## config.mk

```make
export PLATFORM = sky130hd
export DESIGN_NAME = mode_counter
export DESIGN_NICKNAME = d
export VERILOG_FILES = /design/src/rtl/counter_pkg.sv /design/src/rtl/count_step.sv /design/src/rtl/mode_counter.sv
export SDC_FILE = /design/constraint.sdc
export NUM_CORES = 1
export LEC_CHECK = 0
export BUFFER_PORTS_ARGS = -buffer_cell sky130_fd_sc_hd__buf_2
export CAP_MARGIN = 10
export CORE_UTILIZATION = 45
export CTS_BUF_LIST = sky130_fd_sc_hd__clkbuf_16
export DETAILED_ROUTE_END_ITERATION = 7
export PLACE_DENSITY = 0.68
export SLEW_MARGIN = 5
export SYNTH_ARGS = -nofsm -noshare
export SYNTH_HDL_FRONTEND = slang
export SYNTH_SLANG_ARGS = --single-unit
```

## constraint.sdc

```tcl
create_clock -name clk -period 2.5 [get_ports clk]
set_input_delay 0.5 -clock clk [delete_from_list [all_inputs] [get_ports clk]]
set_output_delay 0.5 -clock clk [all_outputs]
set_load 0.05 [all_outputs]
```

## src/rtl/counter_pkg.sv

```systemverilog
// Shared types for the mode_counter block.
// Mode and state encodings plus the event counter width.
package counter_pkg;

    typedef enum logic [1:0] {
        CNT_WRAP    = 2'b00,
        CNT_SAT     = 2'b01,
        CNT_ONESHOT = 2'b10
    } cnt_mode_e;

    typedef enum logic [1:0] {
        IDLE,
        RUN,
        DONE
    } cnt_state_e;

    localparam int EVT_W = 8;

endpackage

```

## src/rtl/count_step.sv

```systemverilog
// Next-count and terminal-event logic for one enabled step.
// Arithmetic is done one bit wider than the count.
module count_step
    import counter_pkg::*;
#(
    parameter int WIDTH     = 8,
    parameter int MIN_COUNT = 0,
    parameter int MAX_COUNT = 2**WIDTH-1,
    parameter int STEP      = 1
) (
    input  logic [WIDTH-1:0] count,
    input  logic             dir,
    input  logic [1:0]       mode,
    output logic [WIDTH-1:0] next,
    output logic             term
);

    localparam logic [WIDTH:0] MIN_W  = (WIDTH+1)'(MIN_COUNT);
    localparam logic [WIDTH:0] MAX_W  = (WIDTH+1)'(MAX_COUNT);
    localparam logic [WIDTH:0] STEP_W = (WIDTH+1)'(STEP);
    localparam logic [WIDTH:0] LOW_W  = (WIDTH+1)'(MIN_COUNT + STEP);
    localparam logic [WIDTH-1:0] MIN_V = WIDTH'(MIN_COUNT);
    localparam logic [WIDTH-1:0] MAX_V = WIDTH'(MAX_COUNT);

    logic [WIDTH:0] ext;
    logic [WIDTH:0] sum;
    logic [WIDTH:0] diff;
    logic           clamp;

    // Wide add/sub; down-terminal compare avoids underflow wrap.
    always_comb begin
        ext   = {1'b0, count};
        sum   = ext + STEP_W;
        diff  = ext - STEP_W;
        clamp = (mode == CNT_SAT) || (mode == CNT_ONESHOT);
        if (dir) begin
            term = (sum > MAX_W);
            if (!term) next = sum[WIDTH-1:0];
            else       next = clamp ? MAX_V : MIN_V;
        end else begin
            term = (ext < LOW_W) || (diff < MIN_W);
            if (!term) next = diff[WIDTH-1:0];
            else       next = clamp ? MIN_V : MAX_V;
        end
    end

endmodule

```

## src/rtl/mode_counter.sv

```systemverilog
// Bounded up/down counter with WRAP, SAT and ONESHOT modes.
// Define MODE_COUNTER_EVT_CNT_EN to add the evt_cnt output.
module mode_counter
    import counter_pkg::*;
#(
    parameter int WIDTH     = 8,
    parameter int MIN_COUNT = 0,
    parameter int MAX_COUNT = 2**WIDTH-1,
    parameter int STEP      = 1
) (
    input  logic             clk,
    input  logic             rst,
    input  logic             en,
    input  logic             start,
    input  logic             stop,
    input  logic             dir,
    input  logic [1:0]       mode,
    input  logic             load,
    input  logic [WIDTH-1:0] load_val,
    output logic [WIDTH-1:0] count,
    output logic             tc,
    output logic             busy,
`ifdef MODE_COUNTER_EVT_CNT_EN
    output logic             done,
    output logic [EVT_W-1:0] evt_cnt
`else
    output logic             done
`endif
);

    localparam logic [WIDTH-1:0] MIN_V = WIDTH'(MIN_COUNT);
    localparam logic [WIDTH-1:0] MAX_V = WIDTH'(MAX_COUNT);

    if (!(MIN_COUNT < MAX_COUNT && MAX_COUNT <= 2**WIDTH-1))
    begin : g_bad_range
        $error("mode_counter: bad MIN_COUNT/MAX_COUNT");
    end

    if (!(STEP >= 1 && STEP <= MAX_COUNT - MIN_COUNT))
    begin : g_bad_step
        $error("mode_counter: bad STEP");
    end

    cnt_state_e       state;
    logic             dir_q;
    logic [1:0]       mode_q;
    logic [WIDTH-1:0] step_next;
    logic             step_term;
    logic [WIDTH-1:0] load_clamped;
    logic             step_fire;

    count_step #(
        .WIDTH    (WIDTH),
        .MIN_COUNT(MIN_COUNT),
        .MAX_COUNT(MAX_COUNT),
        .STEP     (STEP)
    ) u_step (
        .count(count),
        .dir  (dir_q),
        .mode (mode_q),
        .next (step_next),
        .term (step_term)
    );

    // Clamp the load value into the legal count range.
    always_comb begin
        load_clamped = load_val;
        if (load_val < MIN_V) load_clamped = MIN_V;
        if (load_val > MAX_V) load_clamped = MAX_V;
    end

    assign step_fire = !load && !stop && !start && en && (state == RUN);

    // Control FSM: rst > load > stop > start > step.
    always_ff @(posedge clk) begin
        if (rst) begin
            state  <= IDLE;
            count  <= MIN_V;
            tc     <= 1'b0;
            busy   <= 1'b0;
            done   <= 1'b0;
            dir_q  <= 1'b1;
            mode_q <= CNT_WRAP;
        end else begin
            tc <= 1'b0;
            if (load) begin
                count <= load_clamped;
                state <= IDLE;
                busy  <= 1'b0;
                done  <= 1'b0;
            end else if (stop) begin
                state <= IDLE;
                busy  <= 1'b0;
                done  <= 1'b0;
            end else if (start) begin
                state  <= RUN;
                busy   <= 1'b1;
                done   <= 1'b0;
                dir_q  <= dir;
                mode_q <= mode;
                if (state == DONE) count <= dir ? MIN_V : MAX_V;
            end else if (step_fire) begin
                count <= step_next;
                tc    <= step_term;
                if (step_term && mode_q == CNT_ONESHOT) begin
                    state <= DONE;
                    busy  <= 1'b0;
                    done  <= 1'b1;
                end
            end
        end
    end

`ifdef MODE_COUNTER_EVT_CNT_EN
    // Saturating count of terminal events, cleared by load.
    always_ff @(posedge clk) begin
        if (rst) begin
            evt_cnt <= '0;
        end else if (load) begin
            evt_cnt <= '0;
        end else if (step_fire && step_term && evt_cnt != '1) begin
            evt_cnt <= evt_cnt + 1'b1;
        end
    end
`endif

endmodule

```

==> run metrics <==
Synth Area in Adders=between 4 and 5%; xor and xnor area share after synthesis=under 10%; status=completed; largest buffer count on any clock path=2; Area growth syn-to-layout=18.7%; max_cap viols=0; IO Port Bufs=27; final slew viol count=0; library cells used by synthesis=49; HP Class=in -> reg; final worst setup slack=approximately 0.24 ns; top-count cell post-synth=dfxtp_1; die width=~55 µm; Seq/Total Area, Yosys=~22%; GRT overflow=0; simple-gate area share of the yosys netlist=a little under 30%; Seq cells post-synth=14; post-synthesis mux area share=under 10%; Core ar.=2540 µm²; DP Worst Slack=between 0.1 and 0.15 ns; initial cell density of the core=about half; Hold Slack=approximately 0.49 ns; CP startpoint=count[1]$_SDFFE_PP0P_; Cells after Synth=161; Hold Vio Cnt, Final=0; post-synth top area share=22.4%; Avg Inst Size Synth=between 7 and 8 µm²; vias per inst=roughly 6.0; Worst EP required=~2.6 ns; initial antenna violation count=0; R2R Setup Slk=between 0.2 and 0.25 ns; DR DRC count=0; synth top area cells=dfxtp_1 (22%), mux2i_1 (4.8%), ha_1 (4.0%); CTS H-tree depth=1; Setup Fix Bufs, Post-CTS=0; hold path startpoint=mode[0]; cells on worst reg2reg path=7; Final Wtd Congestion=between 0.9 and 1; I/O pin count=28; fin crit share=about 90%; EDFF count, synth=0; WL final=3320 µm; Routed Antenna Nets=0; Fin Setup TNS=0 ns; dpl cell area=approximately 1400 µm²; post-DP HPWL=between 2000 and 3000 µm; relative slew slack=between 60% and 70%; die area=approximately 3000 µm²; CTS tree=yes; fin area=roughly 1500 µm²; reg2reg end=count[0]$_SDFFE_PP0P_; Tot GR Track Use=between 20 and 25%; Critical R2R Launch=count[1]$_SDFFE_PP0P_; Setup Viol. Count Final=0; Arr. time, crit path=roughly 2.4 ns; startpoint types=register; Crit Path Max Fanout=12; ys async rst share=0%; DR WL/cell=15.5 µm; crit path time final=2.26 ns; YS warnings=0; CTS clk-pin slew, worst paths=~0.05 ns; Post-CTS Resized=0; first-pass GRT wire length=between 5000 and 6000 µm; Worst Setup EP=count[0]$_SDFFE_PP0P_; RSZ-0062 raised after global routing=no; First-pass DRT Iterations=4; syn nets=182; clk sinks=14; Row Count=18; critical path type=reg -> reg; Final Skew=between 0.004 and 0.005 ns; Top FF cell, synth=dfxtp_1; number of global-route vias before repair=about 1.1k; FMAX=roughly 440 MHz; final net count=between 200 and 250; largest net degree at the start of global routing=14; Vias=between 1k and 1.5k; Post-synth top cells=dfxtp_1 (14), nand2_1 (13), nor2_1 (13), inv_1 (9), nor3_1 (9); largest family of logic cells by synthesized area=simple AND/OR/NAND/NOR gates; number of DRC markers in iteration 0=27; Synth Area in Compound Gates=about 26%; CTS root buf=clkbuf_16; Hold Buf Count CTS=0; Inserted Clock Buffers=3; Mapped Area=1250 µm²; worst slew pin tran=~0.49 ns; Die Span Y=about 55 µm; Synth area leader=dfxtp_1; CP Capture Type=register; antenna cells=0; clk_lat worst skew=between 0.2 and 0.3 ns; Peak VDD IR=0.000393 V; P per Cell Area=516 nW/µm²; layout cells sized above 1=about a quarter; Leak=~0.66 nW
==> cell families after synthesis <==
kind of cell / Yosys count
buf+inv: 23
xor+xnor: 7
mux: 6
flops: 14
simple gates: 67
compound gates: 40
fa+ha+maj: 4
==> sequential cells by signal (all words and copies together) (netlist names) <==
| name | cells |
|---|---|
| state | 2 |
| mode_q | 2 |
| count | 8 |
| tc | 1 |
| dir_q | 1 |
==> layer usage <==
metal / GRT usage [%] / wire, µm
met5: 0 / 0
met4: 8.97 / 42
met3: 2.50 / 130
met2: 40.8 / 1580
met1: 33.5 / 1570
==> per-stage QoR <==
step	util [%]	power [mW]	instances
global placement	55.0	0.455	211
detailed placement	55.0	0.456	211
global route	58.3	0.800	215
finish	58.3	0.764	215
CTS	58.1	0.767	215
floorplan	-	0.407	161
==> cell type report <==
cell class	count	area (µm²)
repair buffers	34	188
clock buffers	3	75.1
fillers	236	1060
multi-input cells	124	862
clock inverters	1	3.75
flip-flops and latches	14	283
well taps	30	37.5
inverters	9	33.8
==> how the worst min path moves through the flow <==
stage | to | slack (ns) | depth (start not counted)
finish | mode_q[0]$_SDFFE_PP0P_ | 0.49 | 3
global route | mode_q[0]$_SDFFE_PP0P_ | 0.51 | 3
CTS | mode_q[0]$_SDFFE_PP0P_ | 0.50 | 3
detailed placement | mode_q[0]$_SDFFE_PP0P_ | 0.50 | 2
global placement | mode_q[0]$_SDFFE_PP0P_ | 0.48 | 2
floorplan | mode_q[0]$_SDFFE_PP0P_ | 0.46 | 2
==> layout by cell type (no fill, tap or decap), types with 4 or more instances in the layout <==
cell	synthesis	final
mux2i_1	6	6
ha_1	4	4
inv_1	9	9
dfxtp_1	14	12
a31oi_1	6	6
buf_4	1	7
o21ai_0	6	6
nor2_1	13	13
nor2b_1	6	6
a21oi_1	6	6
or4_1	6	6
nor3_1	9	9
nand2_1	13	13
buf_2	5	27
xnor2_1	4	4
==> report_power, final <==
part | internal, mW | leakage, nW | switching [mW]
registers | 0.235 | 0.116 | 0.0181
clock network | 0.212 | 0.0385 | 0.0986
logic | 0.0785 | 0.504 | 0.122
==> worst max-delay path: stages (launching register included) <==
cell	delay, ns
dfxtp_2	0.45
inv_1	0.07
ha_1	0.31
nor3b_2	0.26
a21oi_1	0.12
o41ai_1	0.37
a31oi_1	0.17
a2111oi_0	0.40
No activity file was read; power rests on OpenSTA's default activity.
